`config.mk`:
```
export PLATFORM = sky130hd
export DESIGN_NAME = mem_port_arbiter_flat
export DESIGN_NICKNAME = d
export VERILOG_FILES = /design/src/rtl/mem_port_arbiter_pkg.sv /design/src/rtl/mem_port_arbiter_if.sv /design/src/rtl/mem_port_arbiter_rr_arbiter.sv /design/src/rtl/mem_port_arbiter.sv /design/src/flat_wrapper.sv
export SDC_FILE = /design/constraint.sdc
export NUM_CORES = 1
export LEC_CHECK = 0
export BUFFER_PORTS_ARGS = -buffer_cell sky130_fd_sc_hd__buf_4
export CAP_MARGIN = 30
export CELL_PAD_IN_SITES_DETAIL_PLACEMENT = 0
export CELL_PAD_IN_SITES_GLOBAL_PLACEMENT = 2
export CORE_AREA = 2 2 188 190
export DETAILED_ROUTE_END_ITERATION = 16
export DIE_AREA = 0 0 190 192
export PLACE_DENSITY_LB_ADDON = 0.1
export SKIP_LAST_GASP = 1
export SLEW_MARGIN = 20
export SYNTH_ARGS = -nofsm -noshare
export SYNTH_HDL_FRONTEND = slang
export SYNTH_SLANG_ARGS = --single-unit
```
`constraint.sdc`:
```
create_clock -name clk_in -period 5.7 [get_ports clk_in]
set_clock_uncertainty 0.15 [all_clocks]
set_input_delay 0.285 -clock clk_in [delete_from_list [all_inputs] [get_ports clk_in]]
set_output_delay 0.285 -clock clk_in [all_outputs]
set_load 0.02 [all_outputs]
```
`src/rtl/mem_port_arbiter_pkg.sv`:
```
// Shared types and helpers for the multi-port byte-serial memory arbiter.
// Size encodings, FSM state enum and the read-data extension helper live here.
package mem_port_arbiter_pkg;

    localparam logic [1:0] SIZE_B     = 2'b00;
    localparam logic [1:0] SIZE_H     = 2'b01;
    localparam logic [1:0] SIZE_W     = 2'b10;
    localparam logic [1:0] IO_BASE_HI = 2'b11;
    localparam int         BYTE_W     = 8;

    typedef enum logic [1:0] {
        ST_IDLE,
        ST_READ,
        ST_WRITE,
        ST_DONE
    } arb_state_e;

    // Size code 11 is treated as a word.
    function automatic logic [2:0] size_to_len(input logic [1:0] size);
        case (size)
            SIZE_B:  return 3'd1;
            SIZE_H:  return 3'd2;
            SIZE_W:  return 3'd4;
            default: return 3'd4;
        endcase
    endfunction

    function automatic logic [31:0] extend_rdata(input logic [31:0] raw,
                                                 input logic [1:0]  size,
                                                 input logic        sgn);
        case (size)
            SIZE_B:  return {{24{sgn & raw[7]}}, raw[7:0]};
            SIZE_H:  return {{16{sgn & raw[15]}}, raw[15:0]};
            default: return raw;
        endcase
    endfunction

    function automatic logic [2:0] onehot_idx(input logic [7:0] oh);
        logic [2:0] idx;
        idx = '0;
        for (int i = 0; i < 8; i++) begin
            if (oh[i]) idx = 3'(i);
        end
        return idx;
    endfunction

endpackage

```
`src/rtl/mem_port_arbiter_if.sv`:
```
// Requester and external memory bus bundle. master = requesters plus memory
// model side, slave = the arbiter itself.
interface mem_port_arbiter_if
    import mem_port_arbiter_pkg::*;
#(
    parameter int NUM_PORTS = 2,
    parameter int ADDR_W    = 32
);
    // Handshake: a port raises req_valid with stable fields and holds them until
    // its done_o pulse; grant_o marks the port that owns the memory bus meanwhile.
    logic [NUM_PORTS-1:0]        req_valid;
    logic [NUM_PORTS-1:0]        req_we;
    logic [2*NUM_PORTS-1:0]      req_size;
    logic [NUM_PORTS-1:0]        req_signed;
    logic [ADDR_W*NUM_PORTS-1:0] req_addr;
    logic [32*NUM_PORTS-1:0]     req_wdata;
    logic [NUM_PORTS-1:0]        grant_o;
    logic [NUM_PORTS-1:0]        done_o;
    logic [31:0]                 rdata_o;
    logic                        busy_o;
    logic [7:0]                  mem_din;
    logic [7:0]                  mem_dout;
    logic [ADDR_W-1:0]           mem_a;
    logic                        mem_wr;
    arb_state_e                  state_dbg;

    modport master (
        output req_valid, req_we, req_size, req_signed, req_addr, req_wdata, mem_din,
        input  grant_o, done_o, rdata_o, busy_o, mem_dout, mem_a, mem_wr, state_dbg
    );

    modport slave (
        input  req_valid, req_we, req_size, req_signed, req_addr, req_wdata, mem_din,
        output grant_o, done_o, rdata_o, busy_o, mem_dout, mem_a, mem_wr, state_dbg
    );

endinterface

```
`src/rtl/mem_port_arbiter_rr_arbiter.sv`:
```
// Round-robin picker: one-hot grant to the first valid port at or after ptr.
module rr_arbiter #(
    parameter int NUM_PORTS = 2,
    parameter int PTR_W     = 1
) (
    input  logic [NUM_PORTS-1:0] valid,
    input  logic [PTR_W-1:0]     ptr,
    input  logic                 en,
    output logic [NUM_PORTS-1:0] grant
);

    logic             found;
    logic [PTR_W-1:0] idx;

    always_comb begin
        grant = '0;
        found = 1'b0;
        idx   = '0;
        for (int k = 0; k < NUM_PORTS; k++) begin
            idx = PTR_W'((int'(ptr) + k) % NUM_PORTS);
            if (en && !found && valid[idx]) begin
                grant[idx] = 1'b1;
                found      = 1'b1;
            end
        end
    end

endmodule

```
`src/rtl/mem_port_arbiter.sv`:
```
// Round-robin arbiter that serialises 1/2/4-byte requests onto an 8-bit memory
// bus, little-endian, with reads pipelined across the memory's read latency.
module mem_port_arbiter
    import mem_port_arbiter_pkg::*;
#(
    parameter int NUM_PORTS = 2,
    parameter int ADDR_W    = 32,
    parameter int IO_SERIAL = 1
) (
    input logic               clk_in,
    input logic               rst_in,
    input logic               rdy_in,
    mem_port_arbiter_if.slave bus
);

    localparam int PTR_W = (NUM_PORTS > 1) ? $clog2(NUM_PORTS) : 1;

    arb_state_e           state_q, state_d;
    logic [PTR_W-1:0]     ptr_q, ptr_d;
    logic [NUM_PORTS-1:0] grant_q, grant_d;
    logic                 done_q, done_d;
    logic [31:0]          rdata_q, rdata_d;
    logic [ADDR_W-1:0]    addr_q, addr_d;
    logic [2:0]           len_q, len_d;
    logic [1:0]           size_q, size_d;
    logic                 signed_q, signed_d;
    logic                 io_q, io_d;
    logic [31:0]          wdata_q, wdata_d;
    logic [31:0]          rbuf_q, rbuf_d;
    logic [2:0]           iss_q, iss_d;
    logic [2:0]           cap_q, cap_d;
    logic                 a_live_q, a_live_d;
    logic                 d_live_q, d_live_d;
    logic                 prev_rdy_q, prev_rdy_d;
    logic [ADDR_W-1:0]    mem_a_q, mem_a_d;
    logic [7:0]           mem_dout_q, mem_dout_d;
    logic                 mem_wr_q, mem_wr_d;

    logic [NUM_PORTS-1:0] arb_gnt;
    logic                 sel_we, sel_signed;
    logic [1:0]           sel_size;
    logic [ADDR_W-1:0]    sel_addr;
    logic [31:0]          sel_wdata;

    rr_arbiter #(.NUM_PORTS(NUM_PORTS), .PTR_W(PTR_W)) u_rr (
        .valid (bus.req_valid),
        .ptr   (ptr_q),
        .en    ((state_q == ST_IDLE) && rdy_in),
        .grant (arb_gnt)
    );

    always_comb begin
        sel_we     = 1'b0;
        sel_signed = 1'b0;
        sel_size   = '0;
        sel_addr   = '0;
        sel_wdata  = '0;
        for (int p = 0; p < NUM_PORTS; p++) begin
            if (arb_gnt[p]) begin
                sel_we     = bus.req_we[p];
                sel_signed = bus.req_signed[p];
                sel_size   = bus.req_size[2*p +: 2];
                sel_addr   = bus.req_addr[p*ADDR_W +: ADDR_W];
                sel_wdata  = bus.req_wdata[32*p +: 32];
            end
        end
    end

    // a_live: mem_a this cycle is a read issue; d_live: mem_din this cycle holds
    // byte cap_q. After a stall the pipeline is flushed and re-issued from cap_q.
    always_comb begin
        state_d    = state_q;
        ptr_d      = ptr_q;
        grant_d    = grant_q;
        done_d     = done_q;
        rdata_d    = rdata_q;
        addr_d     = addr_q;
        len_d      = len_q;
        size_d     = size_q;
        signed_d   = signed_q;
        io_d       = io_q;
        wdata_d    = wdata_q;
        rbuf_d     = rbuf_q;
        iss_d      = iss_q;
        cap_d      = cap_q;
        a_live_d   = a_live_q;
        d_live_d   = d_live_q;
        mem_a_d    = mem_a_q;
        mem_dout_d = mem_dout_q;
        mem_wr_d   = mem_wr_q;
        prev_rdy_d = rdy_in;
        if (rdy_in) begin
            case (state_q)
                ST_IDLE: begin
                    if (|arb_gnt) begin
                        grant_d    = arb_gnt;
                        ptr_d      = PTR_W'((int'(onehot_idx(8'(arb_gnt))) + 1) % NUM_PORTS);
                        addr_d     = sel_addr;
                        len_d      = size_to_len(sel_size);
                        size_d     = sel_size;
                        signed_d   = sel_signed;
                        io_d       = (IO_SERIAL != 0) && (sel_addr[17:16] == IO_BASE_HI);
                        wdata_d    = sel_wdata;
                        rbuf_d     = '0;
                        iss_d      = 3'd1;
                        cap_d      = 3'd0;
                        d_live_d   = 1'b0;
                        mem_a_d    = sel_addr;
                        mem_dout_d = sel_wdata[BYTE_W-1:0];
                        mem_wr_d   = sel_we;
                        a_live_d   = !sel_we;
                        state_d    = sel_we ? ST_WRITE : ST_READ;
                    end
                end
                ST_WRITE: begin
                    if (iss_q == len_q) begin
                        state_d  = ST_DONE;
                        mem_wr_d = 1'b0;
                        done_d   = 1'b1;
                    end else begin
                        mem_a_d    = addr_q + ADDR_W'(iss_q);
                        mem_dout_d = BYTE_W'(wdata_q >> (BYTE_W * int'(iss_q)));
                        iss_d      = iss_q + 3'd1;
                    end
                end
                ST_READ: begin
                    if (!prev_rdy_q) begin
                        mem_a_d  = addr_q + ADDR_W'(cap_q);
                        a_live_d = 1'b1;
                        d_live_d = 1'b0;
                        iss_d    = cap_q + 3'd1;
                    end else begin
                        d_live_d = a_live_q;
                        a_live_d = 1'b0;
                        if (d_live_q) begin
                            rbuf_d = rbuf_q | (32'(bus.mem_din) << (BYTE_W * int'(cap_q)));
                            cap_d  = cap_q + 3'd1;
                        end
                        if (cap_d == len_q) begin
                            state_d  = ST_DONE;
                            done_d   = 1'b1;
                            rdata_d  = extend_rdata(rbuf_d, size_q, signed_q);
                            d_live_d = 1'b0;
                        end else if ((iss_q < len_q) && (!io_q || (cap_d == iss_q))) begin
                            mem_a_d  = addr_q + ADDR_W'(iss_q);
                            a_live_d = 1'b1;
                            iss_d    = iss_q + 3'd1;
                        end
                    end
                end
                ST_DONE: begin
                    state_d = ST_IDLE;
                    done_d  = 1'b0;
                    grant_d = '0;
                end
                default: state_d = ST_IDLE;
            endcase
        end
    end

    always_ff @(posedge clk_in or posedge rst_in) begin
        if (rst_in) begin
            state_q    <= ST_IDLE;
            ptr_q      <= '0;
            grant_q    <= '0;
            done_q     <= 1'b0;
            rdata_q    <= '0;
            addr_q     <= '0;
            len_q      <= '0;
            size_q     <= '0;
            signed_q   <= 1'b0;
            io_q       <= 1'b0;
            wdata_q    <= '0;
            rbuf_q     <= '0;
            iss_q      <= '0;
            cap_q      <= '0;
            a_live_q   <= 1'b0;
            d_live_q   <= 1'b0;
            prev_rdy_q <= 1'b0;
            mem_a_q    <= '0;
            mem_dout_q <= '0;
            mem_wr_q   <= 1'b0;
        end else begin
            state_q    <= state_d;
            ptr_q      <= ptr_d;
            grant_q    <= grant_d;
            done_q     <= done_d;
            rdata_q    <= rdata_d;
            addr_q     <= addr_d;
            len_q      <= len_d;
            size_q     <= size_d;
            signed_q   <= signed_d;
            io_q       <= io_d;
            wdata_q    <= wdata_d;
            rbuf_q     <= rbuf_d;
            iss_q      <= iss_d;
            cap_q      <= cap_d;
            a_live_q   <= a_live_d;
            d_live_q   <= d_live_d;
            prev_rdy_q <= prev_rdy_d;
            mem_a_q    <= mem_a_d;
            mem_dout_q <= mem_dout_d;
            mem_wr_q   <= mem_wr_d;
        end
    end

    // A paused bus must never see a write strobe or a completion pulse.
    assign bus.mem_wr    = mem_wr_q & rdy_in;
    assign bus.done_o    = grant_q & {NUM_PORTS{done_q & rdy_in}};
    assign bus.grant_o   = grant_q;
    assign bus.rdata_o   = rdata_q;
    assign bus.busy_o    = (state_q != ST_IDLE);
    assign bus.mem_a     = mem_a_q;
    assign bus.mem_dout  = mem_dout_q;
    assign bus.state_dbg = state_q;

endmodule

```
`src/flat_wrapper.sv`:
```
// flat-port wrapper written by rule: the top's interface ports become plain ports
module mem_port_arbiter_flat import mem_port_arbiter_pkg::*;
#(
    parameter int NUM_PORTS = 2,
    parameter int ADDR_W    = 32,
    parameter int IO_SERIAL = 1
)
  (clk_in, rst_in, rdy_in, bus_req_valid, bus_req_we, bus_req_size, bus_req_signed, bus_req_addr, bus_req_wdata, bus_mem_din, bus_grant_o, bus_done_o, bus_rdata_o, bus_busy_o, bus_mem_dout, bus_mem_a, bus_mem_wr, bus_state_dbg);
  mem_port_arbiter_if #(.NUM_PORTS(NUM_PORTS), .ADDR_W(ADDR_W)) bus_i ();
  input logic clk_in;
  input logic rst_in;
  input logic rdy_in;
  input wire logic [$bits(bus_i.req_valid)-1:0] bus_req_valid;
  input wire logic [$bits(bus_i.req_we)-1:0] bus_req_we;
  input wire logic [$bits(bus_i.req_size)-1:0] bus_req_size;
  input wire logic [$bits(bus_i.req_signed)-1:0] bus_req_signed;
  input wire logic [$bits(bus_i.req_addr)-1:0] bus_req_addr;
  input wire logic [$bits(bus_i.req_wdata)-1:0] bus_req_wdata;
  input wire logic [$bits(bus_i.mem_din)-1:0] bus_mem_din;
  output wire logic [$bits(bus_i.grant_o)-1:0] bus_grant_o;
  output wire logic [$bits(bus_i.done_o)-1:0] bus_done_o;
  output wire logic [$bits(bus_i.rdata_o)-1:0] bus_rdata_o;
  output wire logic [$bits(bus_i.busy_o)-1:0] bus_busy_o;
  output wire logic [$bits(bus_i.mem_dout)-1:0] bus_mem_dout;
  output wire logic [$bits(bus_i.mem_a)-1:0] bus_mem_a;
  output wire logic [$bits(bus_i.mem_wr)-1:0] bus_mem_wr;
  output wire logic [$bits(bus_i.state_dbg)-1:0] bus_state_dbg;
  assign bus_i.req_valid = bus_req_valid;
  assign bus_i.req_we = bus_req_we;
  assign bus_i.req_size = bus_req_size;
  assign bus_i.req_signed = bus_req_signed;
  assign bus_i.req_addr = bus_req_addr;
  assign bus_i.req_wdata = bus_req_wdata;
  assign bus_i.mem_din = bus_mem_din;
  assign bus_grant_o = bus_i.grant_o;
  assign bus_done_o = bus_i.done_o;
  assign bus_rdata_o = bus_i.rdata_o;
  assign bus_busy_o = bus_i.busy_o;
  assign bus_mem_dout = bus_i.mem_dout;
  assign bus_mem_a = bus_i.mem_a;
  assign bus_mem_wr = bus_i.mem_wr;
  assign bus_state_dbg = bus_i.state_dbg;
  mem_port_arbiter #(.NUM_PORTS(NUM_PORTS), .ADDR_W(ADDR_W), .IO_SERIAL(IO_SERIAL)) u_core (.clk_in(clk_in), .rst_in(rst_in), .rdy_in(rdy_in), .bus(bus_i));
endmodule
```
==> flow_summary_export.csv <==
group,metric,value,unit
placed_design,hpwlAfterDp,25700,um
grt,grt_pass1_vias,9956,
synthesis,synth_area_leaders,"dfrtp_1 45%, a222oi_1 4.2%, nand2_1 4.1%, a21oi_1 3.2%, o21ai_0 2.9%",
synthesis,syn_avg_cell_area,9.83,um^2
floorplanning,die_h,192,um
critical_path,cp_max_fo,14,
synthesis,synth_area,0.0106,mm^2
synthesis,async_flop_share,1.00,
cts,path_clk_slew,0.07,ns
final_layout,fillCellCount,3406,
grt,track_usage,0.210,
cts,cts_tree,"yes",
job,drv_cap,0,
sta,maxSlewViolCount,0,
routing,drc_errors,0,
synthesis,syn_nets,1240,
sta,fin_crit,3.86,ns
grt,grt_pass1_wl,59200,um
pwr,powerDensity,475,mW/mm^2
pwr,vdd.ir_drop.worst,259,uV
critical_path,worst_setup_path_start_kind,"register",
sta,rsz0062_at_grt,"false",
routing,drt_iter0_markers,815,
routing,viasPerCell,5.35,
routing,dr.pass1.iters,9,
floorplanning,die_x,190,um
pwr,p_leak,6.81,nW
synthesis,synth_edf_count,0,
placed_design,io_buffers,228,
synthesis,synthCells,1073,
sta,hold_viol_final,0,
synthesis,ys_seq_area_frac,0.453,
grt,antenna_found_initial,0,
sta,fin_setup_tns,0,ns
cts,hold_buffers,133,
placed_design,gp_congestion,0.786,
final_layout,final_common_cell,"buf_4",
critical_path,critical_path_required,5.94,ns
sta,slew_headroom,0.370,
routing,finalWirelength,37700,um
critical_path,cp_slowest_cell,"dfrtp_1",
synthesis,ys_ff_latch,191,
floorplanning,rows,68,
final_layout,multi_input_area,0.00511,mm^2
cts,clkLatencyLatePin,0.45,ns
cts,post_cts_buffers,0,
critical_path,cp-end-kind,"register",
sta,whs,0.0238,ns
synthesis,synth_cell_types,78,
cts,cts_root_buffer,"clkbuf_16",
sta,max_freq,259,MHz
status,outcome,"complete, no violations",
floorplanning,core_area,0.0343,mm^2
critical_path,path_cells,"ha_1, inv_1, fa_1, nor2b_1, o21a_1, a22o_1, or4b_1, o211ai_1, mux2_1",
cts,cts.sinks,191,
floorplanning,die_area,0.0365,mm^2
floorplanning,ioPinCount,229,
cts,numCtsBuffers,17,
critical_path,critical_path_class,"register to register",
routing,ant_nets,0,
critical_path,critical_path_arrival,4.10,ns
final_layout,drive_above_1_share,0.237,
sta,post-route-period-util,0.678,
sta,tightest_slew,0.943,ns
sta,setup_violations,0,
critical_path,slowest_delay,0.88,ns
routing,routedWlPerCell,20.3,um
synthesis,synth_top_cell_area_share,0.453,
cts,clockBufferDepth,2,
floorplanning,initial_core_util,0.308,
synthesis,synth_top_area_cell,"dfrtp_1",
min_path,min_path_type,"primary input to register",
routing,via_count,9941,
cts,cts-htree-levels,4,
final_layout,area_growth,39.2,%
critical_path,cp_top_family,"compound AO/OA/AOI/OAI gates",
cts,cts_resized,0,
final_layout,antenna-diode-count,0,
final_layout,fin_nets,1556,
critical_path,critPathBufInv,1,
synthesis,synth_warnings,0,
final_layout,final_cell_mix,"248 x buf_4, 191 x dfrtp_1, 133 x dlygate4sd3_1",
grt,grt_max_degree,91,
grt,overflow,0,
synthesis,synthFlopType,"dfrtp_1",
final_layout,regArea,0.00478,mm^2
-- sequential cells by signal, summed over array words and instances (netlist names), 2 cells and up --
signal	cells
u_core.addr_q	32
u_core.bus.mem_a	32
u_core.bus.rdata_o	32
u_core.rbuf_q	32
u_core.wdata_q	32
u_core.bus.mem_dout	8
u_core.cap_q	3
u_core.iss_q	3
u_core.len_q	3
u_core.bus.grant_o	2
u_core.bus.state_dbg	2
u_core.size_q	2
-- layout make-up --
class / instances / area share
clock buffers: 19 / 0.0308
clock inverters: 13 / 0.0142
inverters: 77 / 0.0202
multi-input cells: 717 / 0.348
flip-flops and latches: 191 / 0.325
well taps: 455 / 0.0388
repair buffers: 385 / 0.223
-- worst paths after layout --
| path | startpoint | endpoint | slack, ns | depth (start not counted) |
|---|---|---|---|---|
| worst min-delay path | bus_req_addr[48] | u_core.addr_q[16]$_DFFE_PP0P_ | 0.02 | 3 |
| worst max register to register | u_core.iss_q[0]$_DFFE_PP0P_ | u_core.bus.mem_a[24]$_DFFE_PP0P_ | 1.84 | 9 |
| worst max-delay path | u_core.iss_q[0]$_DFFE_PP0P_ | u_core.bus.mem_a[24]$_DFFE_PP0P_ | 1.84 | 9 |
| max in group asynchronous | rst_in | u_core.rbuf_q[6]$_DFFE_PP0P_ | 4.06 | 4 |
| min in group asynchronous | rst_in | u_core.bus.state_dbg[0]$_DFFE_PP0P_ | 0.24 | 3 |
| worst min register to register | u_core.bus.rdata_o[18]$_DFFE_PP0P_ | u_core.bus.rdata_o[18]$_DFFE_PP0P_ | 0.33 | 2 |
-- layer usage --
metal  vias up  global-route usage  wire length, um
met5         -                   0                0
met4         0              0.0587              550
met3        30              0.0351             1810
met2       298               0.327            17100
met1      4944               0.301            18300
li1       4669                   -                -
-- cell usage after synthesis (all sizes together) (8+ instances only) --
cell and instances:
a31oi 21, a22oi 24, clkbuf 48, a21o 24, a22o 11, nand4 11
o211ai 8, nor4 10, a41oi 10, nand2 116, mux2 44, a21boi 10
o21ai 69, nor2 31, and2 9, nand3 19, and3 9, buf 40
a222oi 44, ha 16, a21oi 68, o22ai 12, nor3 17, inv 77
a221oi 19, mux4 9, dfrtp 191
-- worst reg2reg max path, delay by kind of cell, from the launching register on --
family / cells / cell delay, ns
AOI/OAI and AO/OA: 3 / 1.10
adders and majority gates: 2 / 0.70
buffers and inverters: 1 / 0.06
DFF: 1 / 0.88
muxes: 1 / 0.15
and+or+nand+nor: 2 / 0.79
-- through the flow --
stage | instance area (um^2) | std cells | util | worst slack [ns] | total power, W
floorplan | 10600 | 1073 | - | 0.0662 | 0.00417
detailed placement | 12700 | 1691 | 0.370 | 1.85 | 0.00536
global placement | 12600 | 1685 | 0.368 | 1.87 | 0.00531
global route | 14700 | 1857 | 0.428 | 1.57 | 0.00748
finish | 14700 | 1857 | 0.428 | 1.84 | 0.00698
CTS | 14700 | 1856 | 0.428 | 1.84 | 0.00704
-- report_power, final --
group | internal [W] | switching (W)
clock network | 0.000805 | 0.000563
registers | 0.00179 | 0.000511
logic | 0.00152 | 0.00180
total | 0.00411 | 0.00287
-- logic make-up after synthesis --
kind of cell	after synthesis	synth area share
adder cells (fa/ha/maj)	18	0.0228
AND/OR/NAND/NOR	261	0.127
XOR/XNOR	12	0.0126
buffers and inverters	165	0.0665
AO/OA/AOI/OAI	368	0.247
flip-flops	191	0.453
multiplexers	58	0.0713
No activity file was read; power rests on OpenSTA's default activity.
